===== src/rtl/approx_sweep_pkg.sv =====
// Shared types and helpers for exhaustive approximate-circuit error sweepers.
package approx_sweep_pkg;

  typedef enum logic [1:0] {
    StIdle,
    StRun,
    StDrain,
    StDone
  } sweep_state_t;

  // Callers zero-extend operands to this width and truncate the result to their own width.
  localparam int unsigned AbsErrMaxW = 32;

  function automatic logic [AbsErrMaxW-1:0] abs_err(input logic [AbsErrMaxW-1:0] a,
                                                     input logic [AbsErrMaxW-1:0] b);
    return (a >= b) ? (a - b) : (b - a);
  endfunction

endpackage


===== src/rtl/abs_err_unit.sv =====
// Combinational absolute difference of two unsigned responses plus the threshold compare.
module abs_err_unit
  import approx_sweep_pkg::*;
#(
  parameter int unsigned W  = 3,
  parameter int unsigned ET = 1
) (
  input  logic [W-1:0] exact_i,
  input  logic [W-1:0] approx_i,
  output logic [W-1:0] err_o,
  output logic         viol_o
);

  assign err_o  = W'(abs_err(AbsErrMaxW'(exact_i), AbsErrMaxW'(approx_i)));
  assign viol_o = (32'(err_o) > ET);

endmodule


===== src/rtl/approx_error_sweeper.sv =====
// Sweeps every input vector through an approximate circuit and gathers error statistics.
// Define SWEEP_ERR_SUM_EN to add the err_sum_o accumulator output.
module approx_error_sweeper
  import approx_sweep_pkg::*;
#(
  parameter int unsigned N_IN  = 4,
  parameter int unsigned N_OUT = 3,
  parameter int unsigned ET    = 1
) (
  input  logic                  clk_i,
  input  logic                  rst_i,
  input  logic                  start_i,
  input  logic                  abort_i,
  output logic                  busy_o,
  output logic                  done_o,
  output logic [N_IN-1:0]       vec_out_o,
  input  logic [N_OUT-1:0]      approx_in_i,
  input  logic [N_OUT-1:0]      exact_in_i,
  output logic [N_OUT-1:0]      max_err_o,
  output logic [N_IN:0]         viol_cnt_o,
  output logic [N_IN-1:0]       first_viol_o,
  output logic                  first_viol_vld_o,
  output logic                  pass_o
`ifdef SWEEP_ERR_SUM_EN
  ,
  output logic [N_OUT+N_IN-1:0] err_sum_o
`endif
);

  localparam logic [N_IN-1:0] VecMax = '1;
  localparam logic [N_IN:0]   CntMax = (N_IN+1)'(2**N_IN);

  sweep_state_t state_q, state_d;

  logic [N_IN-1:0]  vec_q, vec_d;
  logic [N_IN-1:0]  vec_p_q;
  logic             vld_q, vld_d;
  logic             done_q, done_d;
  logic             pass_q, pass_d;
  logic [N_OUT-1:0] max_err_q, max_err_d;
  logic [N_IN:0]    viol_cnt_q, viol_cnt_d;
  logic [N_IN-1:0]  first_viol_q, first_viol_d;
  logic             fv_vld_q, fv_vld_d;
  logic [N_OUT-1:0] err;
  logic             viol;
  logic             clr;

  abs_err_unit #(
    .W  (N_OUT),
    .ET (ET)
  ) u_abs_err (
    .exact_i  (exact_in_i),
    .approx_i (approx_in_i),
    .err_o    (err),
    .viol_o   (viol)
  );

  // Results clear on an accepted start and on any abort.
  assign clr = abort_i | ((state_q == StIdle) & start_i);

  always_comb begin
    state_d = state_q;
    unique case (state_q)
      StIdle:  if (start_i) state_d = StRun;
      StRun:   if (vec_q == VecMax) state_d = StDrain;
      StDrain: state_d = StDone;
      StDone:  state_d = StIdle;
      default: state_d = StIdle;
    endcase
    if (abort_i) state_d = StIdle;
  end

  always_comb begin
    vec_d        = vec_q;
    vld_d        = (state_q == StRun) & ~abort_i;
    done_d       = (state_q == StDone) & ~abort_i;
    pass_d       = pass_q;
    max_err_d    = max_err_q;
    viol_cnt_d   = viol_cnt_q;
    first_viol_d = first_viol_q;
    fv_vld_d     = fv_vld_q;
    if (clr) begin
      vec_d        = '0;
      pass_d       = 1'b0;
      max_err_d    = '0;
      viol_cnt_d   = '0;
      first_viol_d = '0;
      fv_vld_d     = 1'b0;
    end else begin
      // Counter saturates at all-ones so the last vector holds through DRAIN.
      if (state_q == StRun && vec_q != VecMax) vec_d = vec_q + N_IN'(1);
      if (state_q == StDone) pass_d = (viol_cnt_q == '0);
      if (vld_q) begin
        if (err > max_err_q) max_err_d = err;
        if (viol) begin
          if (viol_cnt_q != CntMax) viol_cnt_d = viol_cnt_q + (N_IN+1)'(1);
          if (!fv_vld_q) begin
            first_viol_d = vec_p_q;
            fv_vld_d     = 1'b1;
          end
        end
      end
    end
  end

  always_ff @(posedge clk_i) begin
    if (rst_i) begin
      state_q      <= StIdle;
      vec_q        <= '0;
      vec_p_q      <= '0;
      vld_q        <= 1'b0;
      done_q       <= 1'b0;
      pass_q       <= 1'b0;
      max_err_q    <= '0;
      viol_cnt_q   <= '0;
      first_viol_q <= '0;
      fv_vld_q     <= 1'b0;
    end else begin
      state_q      <= state_d;
      vec_q        <= vec_d;
      vec_p_q      <= vec_q;
      vld_q        <= vld_d;
      done_q       <= done_d;
      pass_q       <= pass_d;
      max_err_q    <= max_err_d;
      viol_cnt_q   <= viol_cnt_d;
      first_viol_q <= first_viol_d;
      fv_vld_q     <= fv_vld_d;
    end
  end

`ifdef SWEEP_ERR_SUM_EN
  logic [N_OUT+N_IN-1:0] err_sum_q;

  always_ff @(posedge clk_i) begin
    if (rst_i || clr) begin
      err_sum_q <= '0;
    end else if (vld_q) begin
      err_sum_q <= err_sum_q + (N_OUT+N_IN)'(err);
    end
  end

  assign err_sum_o = err_sum_q;
`endif

  assign busy_o           = (state_q == StRun) | (state_q == StDrain);
  assign done_o           = done_q;
  assign vec_out_o        = vec_q;
  assign max_err_o        = max_err_q;
  assign viol_cnt_o       = viol_cnt_q;
  assign first_viol_o     = first_viol_q;
  assign first_viol_vld_o = fv_vld_q;
  assign pass_o           = pass_q;

endmodule

===== config.mk =====
export PLATFORM = sky130hd
export DESIGN_NAME = approx_error_sweeper
export DESIGN_NICKNAME = d
export VERILOG_FILES = /design/src/rtl/approx_sweep_pkg.sv /design/src/rtl/abs_err_unit.sv /design/src/rtl/approx_error_sweeper.sv
export SDC_FILE = /design/constraint.sdc
export NUM_CORES = 1
export LEC_CHECK = 0
export CAP_MARGIN = 20
export CORE_UTILIZATION = 55
export CTS_CLUSTER_DIAMETER = 150
export DETAILED_ROUTE_END_ITERATION = 8
export DONT_BUFFER_PORTS = 1
export GPL_TIMING_DRIVEN = 0
export PLACE_DENSITY = 0.82
export SYNTH_ARGS = -nofsm -noshare
export SYNTH_HDL_FRONTEND = slang
export SYNTH_SLANG_ARGS = --single-unit

===== constraint.sdc =====
create_clock -name clk_i -period 2.6 [get_ports clk_i]
set_clock_uncertainty 0.1 [all_clocks]
set_input_delay 0.26 -clock clk_i [delete_from_list [all_inputs] [get_ports clk_i]]
set_output_delay 0.26 -clock clk_i [all_outputs]
set_load 0.01 [all_outputs]

==> results of run 1 <==
[stage by stage]
stage	util	total power (uW)	hold WS (ns)
final	0.6177	758.0	0.1099
after global routing	0.6177	791.7	0.1260
after CTS	0.6177	758.8	0.1145
after detailed placement	0.5990	559.9	0.2394
after global placement	0.5990	550.7	0.2388
after floorplan	-	532.7	0.2368
[final cells by class]
class	count	area [um2]
fill	224	947.2
sequential	26	520.5
timing repair buffer	1	10.01
tap	30	37.54
multi-input combinational	114	824.5
buffer	4	37.54
clock buffer	4	36.28
inverter	17	63.81
[worst max-delay path: stages]
cell	delay [ns]
inv_1	0.02
ha_1	0.29
buf_6	0.14
a21o_4	0.20
a31oi_4	0.18
mux2_2	0.39
ha_1	0.30
nor2b_1	0.13
o21ai_0	0.10
a21oi_2	0.26
nor2_1	0.07
a211oi_1	0.23
[layer usage]
layer / global-route usage / routed length (um)
met4: 0.06579 / 35
met1: 0.2209 / 1179
met2: 0.3917 / 1436
met3: 0.07471 / 183
met5: 0 / 0
[sequential cells by signal, indices dropped and copies added, names as in the netlist]
name and flops:
done_o 1, first_viol_o 4, first_viol_vld_o 1, max_err_o 3, pass_o 1, state_q 2
vec_out_o 4, vec_p_q 4, viol_cnt_o 5, vld_q 1
[Yosys cell counts, types with 2 or more instances]
master	n	area [um2]
a211oi_1	2	15.01
a21oi_1	15	75.07
a31oi_1	2	12.51
and2_1	2	12.51
buf_6	3	33.78
dfxtp_1	26	520.5
fa_1	2	40.04
ha_1	15	187.7
inv_1	17	63.81
mux2i_1	4	40.04
nand2_1	5	18.77
nand2b_1	2	12.51
nand3_1	9	45.04
nand4_1	3	18.77
nor2_1	13	48.80
nor2b_1	7	43.79
nor3_1	5	25.02
o21ai_0	9	45.04
or3_1	4	25.02
xor2_1	3	26.28
[path summary, 6_finish.rpt]
check                          startpoint                      endpoint  cells past startpoint
setup reg to reg  state_q[1]$_SDFFE_PP0P_       state_q[0]$_SDFFE_PP0P_                      6
setup / recovery           approx_in_i[2]     max_err_o[0]$_SDFFE_PP0P_                     12
hold reg to reg     vec_p_q[0]$_SDFF_PP0_  first_viol_o[0]$_SDFFE_PP0P_                      2
hold / removal              exact_in_i[0]     max_err_o[0]$_SDFFE_PP0P_                      2
[what timing repair did]
item | in CTS | in global routing
resized for setup | 0 | 0
hold buffers | 1 | 0
endpoints found under the hold margin | 4 | 0
setup endpoints to repair | 0 | 0
buffers inserted | 0 | 0
[where the power goes]
part | total (uW) | internal (uW) | switching (uW)
combinational | 149 | 64.3 | 85.1
clock | 204 | 85.7 | 118
sequential | 405 | 401 | 3.70
[cells in the final DEF (no fill, tap or decap), types with 3 or more instances in the layout]
cell type and n:
inv_1 17, nor2_1 13, xor2_1 3, o21ai_0 9, nand2_1 5, buf_6 3
nand4_1 3, dfxtp_1 26, clkbuf_4 3, mux2i_1 4, or3_1 4, nor3_1 5
nand3_1 9, ha_1 15, a21oi_1 14, nor2b_1 7
[logic make-up (layout without fill, tap and decap cells)]
logic type	count (synthesis)	after routing	synth area share
adders and majority gates	17	17	0.1579
xor gates and xnor gates	4	4	0.02429
DFF	26	26	0.3608
buffers and inverters	21	26	0.07025
AOI/OAI and AO/OA	34	34	0.1500
and+or+nand+nor	53	53	0.1908
muxes	6	6	0.04596
==> reports/qor.yml, run 1 <==
cells_and_area:
  layout-drive-gt1-share: 0.08434
  fin_cells: 196
  layout.nets: 194
  stdcell_area_um2: 1530
  antennaDiodeCount: 0
  synthToLayoutAreaGrowth_pct: 6.071
floorplan:
  coreArea_um2: 2477
  die_h_um: 53.22
  die_w_um: 53.22
  boundaryPins: 30
  rows: 18
  dieArea_um2: 2832
  start_util: 0.5823
clocking:
  clk_latency_ns: 0.31
  htree_num_levels: 1
  clock_sinks: 26
  clk_path_buf_depth: 2
  cts_root_buf: "clkbuf_4"
  clkTransAtPathRegs_ns: 0.13
  cts_tree: "done"
  cts_buffers: 3
logic_synthesis:
  yosys_register_bits: 26
  postSynthCellCount: 161
  synth-main-ff-cell: "dfxtp_1"
  syn_nets: 188
  mappedNetlistArea_um2: 1443
  async_flop_share: 0
  yosys_warnings: 0
  synth_edf_count: 0
  yosysSeqAreaShare: 0.3608
  synth_area_per_cell_um2: 8.960
  synthDistinctLibCells: 33
routing:
  wl_per_cell_um: 14.46
  route.detailed.drc: 0
  routed_wl_um: 2834
  drt_pass1_iterations: 4
  vias: 1152
  ant_nets: 0
  drt_iter0_markers: 12
  vias_per_cell: 5.878
placement:
  dpl.cell_count: 191
  dp_hpwl_um: 2188
  postPlaceCellArea_um2: 1484
  gp_congestion: 0.7695
  io_buffers: 0
  post-place-ws_ns: -0.1407
power_and_ir_drop:
  peakVddDrop_v: 0.0003842
  power_leakage_uw: 0.0005858
  power_density_nw_per_um2: 495.3
sta:
  fmax_mhz: 410.9
  rsz0062_at_grt: "no"
  min_period_over_period: 0.9360
  finalSetupViolCount: 0
  fin_ws_ns: 0.1664
  slew_violations: 0
  hold_viol: 0
  finalCriticalPeriod_ns: 2.434
  tns_ns: 0
  slew-limit-headroom: 0.6794
  tightest_slew_ns: 0.4786
global_route:
  grt_pass1_vias: 1061
  antenna_found_initial: 0
  grt_pass1_wl_um: 4340
  grt_max_degree: 15
  track_usage: 0.2128
  grt_overflow: 0
flow_run:
  drv_cap: 0
critical_path:
  critPathLaunchType: "primary input"
  cp_max_fo: 7
  required_ns: 2.74
  endpoint_kind: "register"
  r2r_slack_ns: 0.65
  worstSetupPathType: "in2reg"
  cp.arrival_ns: 2.57
worst_hold_path:
  hold_path_class: "in2reg"
status:
  status: "finished clean"
No activity file was read; power rests on OpenSTA's default activity.
==> inputs of run 2 (changes only) <==
RECOVER_POWER = 100   (was default)
==> reports/qor.yml, run 2 (synthesis results as in run 1) <==
global_route:
  antenna_found_initial: 0  # unchanged
  track_usage: 0.2128  # unchanged
  grt_pass1_wl_um: 4340  # unchanged
  grt_overflow: 0  # unchanged
  grt_max_degree: 15  # unchanged
  grt_pass1_vias: 1061  # unchanged
floorplan:
  start_util: 0.5823  # unchanged
  boundaryPins: 30  # unchanged
  coreArea_um2: 2477  # unchanged
  die_h_um: 53.22  # unchanged
  die_w_um: 53.22  # unchanged
  rows: 18  # unchanged
  dieArea_um2: 2832  # unchanged
sta:
  finalSetupViolCount: 0  # unchanged
  rsz0062_at_grt: "no"  # unchanged
  finalCriticalPeriod_ns: 2.444  # was 2.434 ns
  hold_slack_ns: 0.1106  # was 0.1099 ns
  slew-limit-headroom: 0.6606  # was 0.6794
  tightest_slew_ns: 0.5091  # was 0.4786 ns
  hold_viol: 0  # unchanged
  slew_violations: 0  # unchanged
  fin_ws_ns: 0.1559  # was 0.1664 ns
  fmax_mhz: 409.2  # was 410.9 MHz
  tns_ns: 0  # unchanged
  min_period_over_period: 0.9400  # was 0.9360
cells_and_area:
  stdcell_area_um2: 1509  # was 1530 um2
  largest_reg_flops: 5  # unchanged
  synthToLayoutAreaGrowth_pct: 4.597  # was 6.071%
  antennaDiodeCount: 0  # unchanged
  layout.nets: 194  # unchanged
  fin_util: 0.6091  # was 0.6177
  final_common_cell: "dfxtp_1"  # unchanged
  layout-drive-gt1-share: 0.05422  # was 0.08434
  final_cell_mix: "26 x dfxtp_1, 17 x inv_1, 15 x ha_1, 14 x a21oi_1, 13 x nor2_1"  # unchanged
clocking:
  clk_latency_ns: 0.31  # about the same
  clk_path_buf_depth: 2  # unchanged
  htree_num_levels: 1  # unchanged
  cts_buffers: 3  # unchanged
  cts_tree: "done"  # unchanged
  cts_root_buf: "clkbuf_4"  # unchanged
  clock_sinks: 26  # unchanged
  clkTransAtPathRegs_ns: 0.13  # about the same
critical_path:
  critical-path-top-delay-family: "compound AO/OA/AOI/OAI gates"  # unchanged
  cp_slowest_cell: "mux2_1"  # was mux2_2
  cp.arrival_ns: 2.55  # was 2.57 ns
  required_ns: 2.70  # was 2.74 ns
  crit_chain: "inv_1 > ha_1 > buf_6 > a21o_4 > a31oi_4 > mux2_1 > ha_1 > nor2b_1 > o21ai_0 > a21oi_2 > mux2i_1 > nor2_1"  # was inv_1 > ha_1 > buf_6 > a21o_4 > a31oi_4 > mux2_2 > ha_1 > nor2b_1 > o21ai_0 > a21oi_2 > nor2_1 > a211oi_1
  cp_num_buf_inv: 2  # unchanged
  cpPeakStageDelay_ns: 0.38  # was 0.39 ns
  cp_max_fo: 7  # unchanged
  worstSetupPathType: "in2reg"  # unchanged
  endpoint_kind: "register"  # unchanged
  critPathLaunchType: "primary input"  # unchanged
  critical_path.most_common_cell: "ha_1"  # unchanged
placement:
  postPlaceCellArea_um2: 1484  # unchanged
  dp_hpwl_um: 2188  # unchanged
  gp_congestion: 0.7695  # unchanged
  post-place-ws_ns: -0.1407  # unchanged
  io_buffers: 0  # unchanged
power_and_ir_drop:
  peakVddDrop_v: 0.0003815  # was 0.0003842 V
  power_density_nw_per_um2: 494.1  # was 495.3 nW/um2
  power_leakage_uw: 0.0005729  # was 0.0005858 uW
routing:
  vias_per_cell: 5.821  # was 5.878
  drt_pass1_iterations: 4  # unchanged
  wl_per_cell_um: 14.46  # unchanged
  ant_nets: 0  # unchanged
  drt_iter0_markers: 9  # was 12
  route.detailed.drc: 0  # unchanged
  vias: 1141  # was 1152
  routed_wl_um: 2834  # unchanged
flow_run:
  drv_cap: 0  # unchanged
status:
  status: "finished clean"  # unchanged
worst_hold_path:
  hold_path_class: "in2reg"  # unchanged
==> run 2: changes by cell type in the layout (fill, tap and decap cells not counted), sizes merged <==
cell,before,now
clkbuf,5,7
buf,3,1
==> run 2: routing by layer <==
layer / up-vias / track usage / wire (um)
met4: 0 / 0.06579 / 35
met5: - / 0 / 0
met2: 34 / 0.3917 / 1438
met3: 4 / 0.07471 / 167
met1: 532 / 0.2209 / 1193
li1: 571 / - / -
==> run 2: worst paths after layout <==
path                                  end  depth (start not counted)                     from  slack (ns)
min             max_err_o[0]$_SDFFE_PP0P_                          2            exact_in_i[0]        0.11
max             max_err_o[1]$_SDFFE_PP0P_                         12           approx_in_i[2]        0.16
max reg2reg       state_q[0]$_SDFFE_PP0P_                          6  state_q[1]$_SDFFE_PP0P_        0.66
min reg2reg  first_viol_o[3]$_SDFFE_PP0P_                          2    vec_p_q[3]$_SDFF_PP0_        0.36
==> run 2: where the power goes <==
part           total, uW  internal [uW]  switching (uW)
clock                203           85.7             118
combinational        137           54.1            83.2
sequential           405            401            3.67
==> run 2: stage by stage <==
step           instances  power, uW
6_report             196      745.5
5_1_grt              196      779.6
4_1_cts              196      758.8
3_5_place_dp         191      559.9
3_3_place_gp         191      550.7
2_1_floorplan        161      532.7
==> run 2: layout make-up <==
class | instances | area [um2]
flip-flops and latches | 26 | 520.5
multi-input cells | 114 | 818.3
inverters | 17 | 63.81
fillers | 225 | 968.4
clock buffers | 4 | 36.28
plain buffers | 4 | 22.52
repair buffers | 1 | 10.01
well taps | 30 | 37.54
==> run 2: repair_timing <==
| item | in CTS | in global routing |
|---|---|---|
| setup buffers | 0 | 0 |
| hold buffers | 1 | 0 |
| endpoints found under the setup margin | 0 | 0 |
| gates resized for setup | 0 | 0 |
| hold endpoints to repair | 4 | 0 |
